`src/rtl/mvm_driver.sv`:
```
// Host-side initiator for the MVM: buffers a gappy host word stream, replays it as gap-free load bursts, starts the unit,
// captures K results and returns them. Control outputs are registered; in/out/job streams stall cleanly on valid/ready.
module mvm_driver #(
  parameter int K            = 8,
  parameter int B            = 8,
  parameter int RESULT_DELAY = 1
) (
  input  logic           clk,
  input  logic           reset,
  input  logic           job_valid,
  output logic           job_ready,
  input  logic           job_keep_matrix,
  input  logic           in_valid,
  output logic           in_ready,
  input  logic [B-1:0]   in_data,
  output logic           out_valid,
  input  logic           out_ready,
  output logic [2*B-1:0] out_data,
  output logic           out_last,
  output logic           busy,
  output logic           loadMatrix,
  output logic           loadVector,
  output logic           start,
  output logic [B-1:0]   data_to_mvm,
  input  logic           done,
  input  logic [2*B-1:0] data_from_mvm
);

  localparam int KK = K * K;
  localparam int NW = KK + K;
  localparam int CW = $clog2(NW + 1);
  localparam int AW = $clog2(NW);
  localparam int RW = (K > 1) ? $clog2(K) : 1;
  localparam int DW = (RESULT_DELAY > 1) ? $clog2(RESULT_DELAY + 1) : 1;

  localparam logic [CW-1:0] C_ONE   = CW'(1);
  localparam logic [CW-1:0] C_KK    = CW'(KK);
  localparam logic [CW-1:0] C_KK_M1 = CW'(KK - 1);
  localparam logic [CW-1:0] C_NW_M1 = CW'(NW - 1);
  localparam logic [CW-1:0] C_K     = CW'(K);
  localparam logic [CW-1:0] C_K_M1  = CW'(K - 1);
  localparam logic [AW-1:0] A_KK    = AW'(KK);
  localparam logic [DW-1:0] D_INIT  = DW'(RESULT_DELAY);
  localparam logic [DW-1:0] D_ONE   = DW'(1);

  typedef enum logic [3:0] {
    S_IDLE, S_FILL_M, S_FILL_V, S_SEND_M, S_SEND_V, S_START, S_WAIT_DONE, S_CAPTURE, S_DRAIN
  } state_t;

  typedef struct packed {
    logic job_ready;
    logic in_ready;
    logic out_valid;
    logic busy;
    logic load_matrix;
    logic load_vector;
    logic start;
  } ctl_t;

  state_t          state, state_nxt;
  ctl_t            ctl_q, ctl_d;
  logic [B-1:0]    data_q, data_nxt;
  logic [CW-1:0]   wr_ptr, wr_ptr_nxt;
  logic [CW-1:0]   snd_cnt, snd_nxt;
  logic [CW-1:0]   cap_ptr, cap_nxt;
  logic [CW-1:0]   rd_ptr, rd_nxt;
  logic [DW-1:0]   dly, dly_nxt;
  logic            eff_keep, eff_keep_nxt;
  logic            matrix_loaded, ml_nxt;
  logic            wr_en, cap_en;
  logic [RW-1:0]   cap_idx;

  logic [B-1:0]    buf_mem [NW];
  logic [2*B-1:0]  res_mem [K];

  always_comb begin
    state_nxt    = state;
    wr_ptr_nxt   = wr_ptr;
    snd_nxt      = snd_cnt;
    cap_nxt      = cap_ptr;
    rd_nxt       = rd_ptr;
    dly_nxt      = dly;
    eff_keep_nxt = eff_keep;
    ml_nxt       = matrix_loaded;
    data_nxt     = '0;
    wr_en        = 1'b0;
    cap_en       = 1'b0;
    cap_idx      = cap_ptr[RW-1:0];
    ctl_d        = '0;

    case (state)
      S_IDLE: begin
        if (job_valid && ctl_q.job_ready) begin
          // A keep request is only honoured once a matrix has actually reached the MVM.
          eff_keep_nxt = job_keep_matrix & matrix_loaded;
          if (job_keep_matrix & matrix_loaded) begin
            state_nxt  = S_FILL_V;
            wr_ptr_nxt = C_KK;
          end else begin
            state_nxt  = S_FILL_M;
            wr_ptr_nxt = '0;
          end
        end
      end
      S_FILL_M: begin
        if (in_valid && ctl_q.in_ready) begin
          wr_en      = 1'b1;
          wr_ptr_nxt = wr_ptr + C_ONE;
          if (wr_ptr == C_KK_M1) state_nxt = S_FILL_V;
        end
      end
      S_FILL_V: begin
        if (in_valid && ctl_q.in_ready) begin
          wr_en      = 1'b1;
          wr_ptr_nxt = wr_ptr + C_ONE;
          if (wr_ptr == C_NW_M1) begin
            snd_nxt = '0;
            if (eff_keep) begin
              state_nxt         = S_SEND_V;
              ctl_d.load_vector = 1'b1;
            end else begin
              state_nxt         = S_SEND_M;
              ctl_d.load_matrix = 1'b1;
            end
          end
        end
      end
      S_SEND_M: begin
        if (snd_cnt == C_KK) begin
          state_nxt         = S_SEND_V;
          ctl_d.load_vector = 1'b1;
          snd_nxt           = '0;
          ml_nxt            = 1'b1;
        end else begin
          data_nxt = buf_mem[snd_cnt[AW-1:0]];
          snd_nxt  = snd_cnt + C_ONE;
        end
      end
      S_SEND_V: begin
        if (snd_cnt == C_K) begin
          state_nxt   = S_START;
          ctl_d.start = 1'b1;
        end else begin
          data_nxt = buf_mem[A_KK + snd_cnt[AW-1:0]];
          snd_nxt  = snd_cnt + C_ONE;
        end
      end
      S_START: state_nxt = S_WAIT_DONE;
      S_WAIT_DONE: begin
        if (done) begin
          state_nxt = S_CAPTURE;
          dly_nxt   = D_INIT;
          cap_nxt   = '0;
          rd_nxt    = '0;
          // With zero delay the first result is already on the bus alongside done.
          if (RESULT_DELAY == 0) begin
            cap_en  = 1'b1;
            cap_idx = '0;
            cap_nxt = C_ONE;
            if (K == 1) state_nxt = S_DRAIN;
          end
        end
      end
      S_CAPTURE: begin
        if (dly > D_ONE) begin
          dly_nxt = dly - D_ONE;
        end else begin
          cap_en  = 1'b1;
          cap_nxt = cap_ptr + C_ONE;
          if (cap_ptr == C_K_M1) begin
            state_nxt = S_DRAIN;
            rd_nxt    = '0;
          end
        end
      end
      S_DRAIN: begin
        if (ctl_q.out_valid && out_ready) begin
          if (rd_ptr == C_K_M1) state_nxt = S_IDLE;
          else                  rd_nxt    = rd_ptr + C_ONE;
        end
      end
      default: state_nxt = S_IDLE;
    endcase

    ctl_d.job_ready = (state_nxt == S_IDLE);
    ctl_d.in_ready  = (state_nxt == S_FILL_M) || (state_nxt == S_FILL_V);
    ctl_d.out_valid = (state_nxt == S_DRAIN);
    ctl_d.busy      = (state_nxt != S_IDLE);
  end

  always_ff @(posedge clk) begin
    if (reset) begin
      state         <= S_IDLE;
      ctl_q         <= '0;
      data_q        <= '0;
      wr_ptr        <= '0;
      snd_cnt       <= '0;
      cap_ptr       <= '0;
      rd_ptr        <= '0;
      dly           <= '0;
      eff_keep      <= 1'b0;
      matrix_loaded <= 1'b0;
    end else begin
      state         <= state_nxt;
      ctl_q         <= ctl_d;
      data_q        <= data_nxt;
      wr_ptr        <= wr_ptr_nxt;
      snd_cnt       <= snd_nxt;
      cap_ptr       <= cap_nxt;
      rd_ptr        <= rd_nxt;
      dly           <= dly_nxt;
      eff_keep      <= eff_keep_nxt;
      matrix_loaded <= ml_nxt;
    end
  end

  // Storage carries no reset; every entry is written before it is read.
  always_ff @(posedge clk) begin
    if (wr_en)  buf_mem[wr_ptr[AW-1:0]] <= in_data;
    if (cap_en) res_mem[cap_idx]        <= data_from_mvm;
  end

  assign job_ready   = ctl_q.job_ready;
  assign in_ready    = ctl_q.in_ready;
  assign out_valid   = ctl_q.out_valid;
  assign busy        = ctl_q.busy;
  assign loadMatrix  = ctl_q.load_matrix;
  assign loadVector  = ctl_q.load_vector;
  assign start       = ctl_q.start;
  assign data_to_mvm = data_q;
  assign out_data    = ctl_q.out_valid ? res_mem[rd_ptr[RW-1:0]] : '0;
  assign out_last    = ctl_q.out_valid && (rd_ptr == C_K_M1);

endmodule

```
`config.mk`:
```
export PLATFORM = sky130hd
export DESIGN_NAME = mvm_driver
export DESIGN_NICKNAME = d
export VERILOG_FILES = /design/src/rtl/mvm_driver.sv
export SDC_FILE = /design/constraint.sdc
export NUM_CORES = 1
export LEC_CHECK = 0
export CAP_MARGIN = 20
export CORE_MARGIN = 1.5
export CORE_UTILIZATION = 35
export DETAILED_ROUTE_END_ITERATION = 6
export SYNTH_ARGS = -nofsm -noshare
export SYNTH_HDL_FRONTEND = slang
export SYNTH_SLANG_ARGS = --single-unit
export TNS_END_PERCENT = 1
```
`constraint.sdc`:
```
create_clock -name clk -period 3.25 [get_ports clk]
set_input_delay 0.65 -clock clk [delete_from_list [all_inputs] [get_ports clk]]
set_output_delay 0.65 -clock clk [all_outputs]
set_load 0.05 [all_outputs]
```
==> impl_metrics.csv <==
group,metric,value,unit
outcome,outcome,"completed",
clock_network,cts-root-buf,"clkbuf_16",
grt,overflow,0,
synthesis,synth_seq_area_share,64.6,%
synthesis,avgSynthCellArea,17.4,um^2
worst_setup_path,arrival,3.49,ns
worst_setup_path,slowest_delay,0.62,ns
grt,grt_max_degree,73,
worst_setup_path,cp_slowest_cell,"dfxtp_4",
power_and_ir_drop,p_leak,12.5,nW
power_and_ir_drop,totalPowerFinal,20.4,mW
grt,grt_pass1_wl,147,mm
worst_setup_path,cp.required,3.75,ns
worst_setup_path,rrSetupSlack,0.26,ns
routing,dr.pass1.iters,6,
grt,grt_pass1_vias,21151,
synthesis,synth_area,34600,um^2
clock_network,cts.path.max_buffers,3,
worst_setup_path,cp_top_family,"compound AO/OA/AOI/OAI gates",
placement,gp_congestion,0.935,
worst_setup_path,path_buf_inv,2,
synthesis,async_flop_share,0,%
sta,fin_hold_ws,0.483,ns
clock_network,numCtsBuffers,83,
layout,final_common_cell,"edfxtp_1",
sta,hold_viol,0,
clock_network,postCtsSetupRepairBufs,0,
clock_network,path_clk_slew,0.06,ns
routing,num_vias,20549,
job,cap_violations,0,
power_and_ir_drop,p_per_area,498,nW/um^2
layout,n_fill_cell,8724,
grt,antenna_found_initial,2,
routing,drc,0,
worst_setup_path,r2r_end,"data_to_mvm[6]",
clock_network,hold_buffers,0,
clock_network,htree_levels,3,
floorplanning,die_area,101000,um^2
sta,fin_tns_setup,0,ns
worst_setup_path,cp_max_fo,27,
worst_setup_path,startpoint,"snd_cnt[1]",
worst_hold_path,hp-start,"in_data[6]",
synthesis,synth_edf_count,704,
layout,area_delta_synth_final,18.4,%
layout,seq_area,22300,um^2
grt,groute.usage.overall,20.2,%
clock_network,insertion_delay,0.67,ns
sta,drv_slew,0,
placement,hpwl,71.0,mm
clock_network,cts_tree,"done",
worst_setup_path,path_cells,"buf_4 -> buf_12 -> mux4_2 -> a22oi_1 -> a21oi_1 -> a311oi_1 -> o22ai_1",
routing,via_per_inst,5.75,
placement,place_area,38200,um^2
routing,wl,101,mm
layout,final_area,40900,um^2
routing,ant_nets,0,
worst_setup_path,worstSetupEndpointType,"flop",
worst_setup_path,cp-endpoint,"data_to_mvm[6]",
layout,multi_input_area,11600,um^2
layout,nNetsFinal,2255,
sta,clock_skew,0.0394,ns
floorplanning,num_rows,115,
floorplanning,die_w,317,um
layout,drive_gt1_share,29.7,%
worst_hold_path,worstHoldPathType,"primary input to flop",
synthesis,synthFlopType,"edfxtp_1",
routing,wl_per_cell,28.3,um
sta,finalCriticalPeriod,2.99,ns
routing,drtIter0Drc,2599,
placement,io_buffer_count,62,
clock_network,cts_num_sinks,763,
layout,layout_common_cells,"edfxtp_1, mux4_2, buf_4",
sta,fmax,0.334,GHz
floorplanning,ios,63,
sta,slew_headroom,35.7,%
worst_setup_path,rr_startpoint,"snd_cnt[1]",
synthesis,yosysWarnings,0,
floorplanning,start_util,35.2,%
synthesis,syn_inst,1983,
worst_setup_path,worst-r2r-cell-count,7,
floorplanning,die_y,317,um
worst_setup_path,start_kind,"flop",
synthesis,syn-num-nets,2019,
sta,worst_slack,0.256,ns
synthesis,synth.ff_latch_count,763,
power_and_ir_drop,peakVddDrop,0.460,mV
placement,dp_slack,0.109,ns
clock_network,ctsResizeCount,0,
synthesis,yosys.cell_types.count,73,
sta,worst_pin_slew,0.961,ns
sta,timing.final.crit_share,92.1,%
sta,setup-violations-final,0,
worst_setup_path,critical_path_depth,7,
floorplanning,design.core.area,98100,um^2
sta,rsz0062_at_grt,"false",
worst_setup_path,path_class,"flop to flop",
-- power by group --
group | total [mW] | leakage (nW) | switching (mW) | internal [mW]
sequential | 10.7 | 6.81 | 0.00354 | 10.7
clock | 9.40 | 1.32 | 3.99 | 5.41
combinational | 0.270 | 4.39 | 0.203 | 0.0664
total | 20.4 | 12.5 | 4.20 | 16.2
-- area by class of cell --
type                    instances  area share [%]
well taps                    1287            3.93
multi-input cells            1081            28.3
diodes                          2          0.0122
flip-flops and latches        763            54.6
inverters                      10          0.0917
clock inverters                49            1.37
clock buffers                 100            5.26
repair buffers                280            6.44
-- layer usage --
metal | GRT usage (%) | vias up | part of all wire, %
li1 | - | 8706 | -
met1 | 27.2 | 10768 | 41
met2 | 33.1 | 868 | 49
met3 | 3.49 | 205 | 7.0
met4 | 7.01 | 2 | 3.4
met5 | 0 | - | 0.013
-- cells in the mapped netlist, types with 5 or more instances --
cell / n / area share, %
o22ai_1: 23 / 0.42
buf_2: 53 / 0.77
a221oi_1: 7 / 0.18
mux2i_1: 135 / 3.9
a21oi_1: 24 / 0.35
o311ai_0: 5 / 0.13
a211oi_1: 19 / 0.41
o21ai_0: 18 / 0.26
nor2b_1: 30 / 0.54
clkbuf_1: 44 / 0.48
buf_1: 13 / 0.14
a22oi_1: 48 / 1.0
o22a_1: 5 / 0.13
nor2_1: 142 / 1.5
mux4_2: 276 / 18
a311oi_1: 7 / 0.18
edfxtp_1: 704 / 61
mux2_2: 18 / 0.59
nor3_1: 17 / 0.25
a22o_1: 5 / 0.13
inv_1: 8 / 0.087
nand3_1: 29 / 0.42
ha_1: 5 / 0.18
nor4_1: 9 / 0.16
xor2_1: 11 / 0.28
o221ai_1: 11 / 0.28
nand2b_1: 8 / 0.14
nand4_1: 20 / 0.36
buf_4: 17 / 0.37
and3_1: 7 / 0.13
xnor2_1: 6 / 0.15
a31oi_1: 11 / 0.20
dfxtp_1: 59 / 3.4
nand3b_1: 11 / 0.24
nand2_1: 98 / 1.1
and2_1: 15 / 0.27
-- through the flow --
stage,cells,util [%]
after floorplan,1983,-
final,3572,41.7
after global placement,3419,38.9
after detailed placement,3420,38.9
after CTS,3569,41.7
after global routing,3570,41.7
-- worst min path at each step --
stage | end | slack, ns | depth (start not counted)
4_1_cts | matrix_loaded | 0.49 | 2
3_3_place_gp | matrix_loaded | 0.46 | 2
2_1_floorplan | matrix_loaded | 0.44 | 2
5_1_grt | buf_mem[16][6] | 0.49 | 1
3_5_place_dp | matrix_loaded | 0.48 | 2
6_report | buf_mem[16][6] | 0.48 | 1
-- sequential cells by signal (all words and copies together) (netlist names), 4 cells and up, named ones only --
| signal | count |
|---|---|
| buf_mem | 576 |
| cap_ptr | 7 |
| data_to_mvm | 8 |
| rd_ptr | 7 |
| res_mem | 128 |
| snd_cnt | 7 |
| state | 4 |
| wr_ptr | 7 |
-- worst register-to-register path: stages (launching register included) --
cell	delay, ns
dfxtp_4	0.62
buf_4	0.29
buf_12	0.23
mux4_2	0.63
a22oi_1	0.20
a21oi_1	0.14
a311oi_1	0.58
o22ai_1	0.15
-- logic make-up (layout without fill, tap and decap cells) --
| kind of cell | after synthesis | after routing | synth area share [%] |
|---|---|---|---|
| muxes | 429 | 429 | 22.5 |
| AOI/OAI and AO/OA | 217 | 217 | 4.58 |
| xor gates and xnor gates | 17 | 17 | 0.431 |
| and+or+nand+nor | 413 | 413 | 5.81 |
| buffers and inverters | 139 | 439 | 1.93 |
| adders and majority gates | 5 | 5 | 0.181 |
| other | 0 | 2 | 0 |
| DFF | 763 | 763 | 64.6 |
Note: power is estimated with default switching activity, not from simulation.
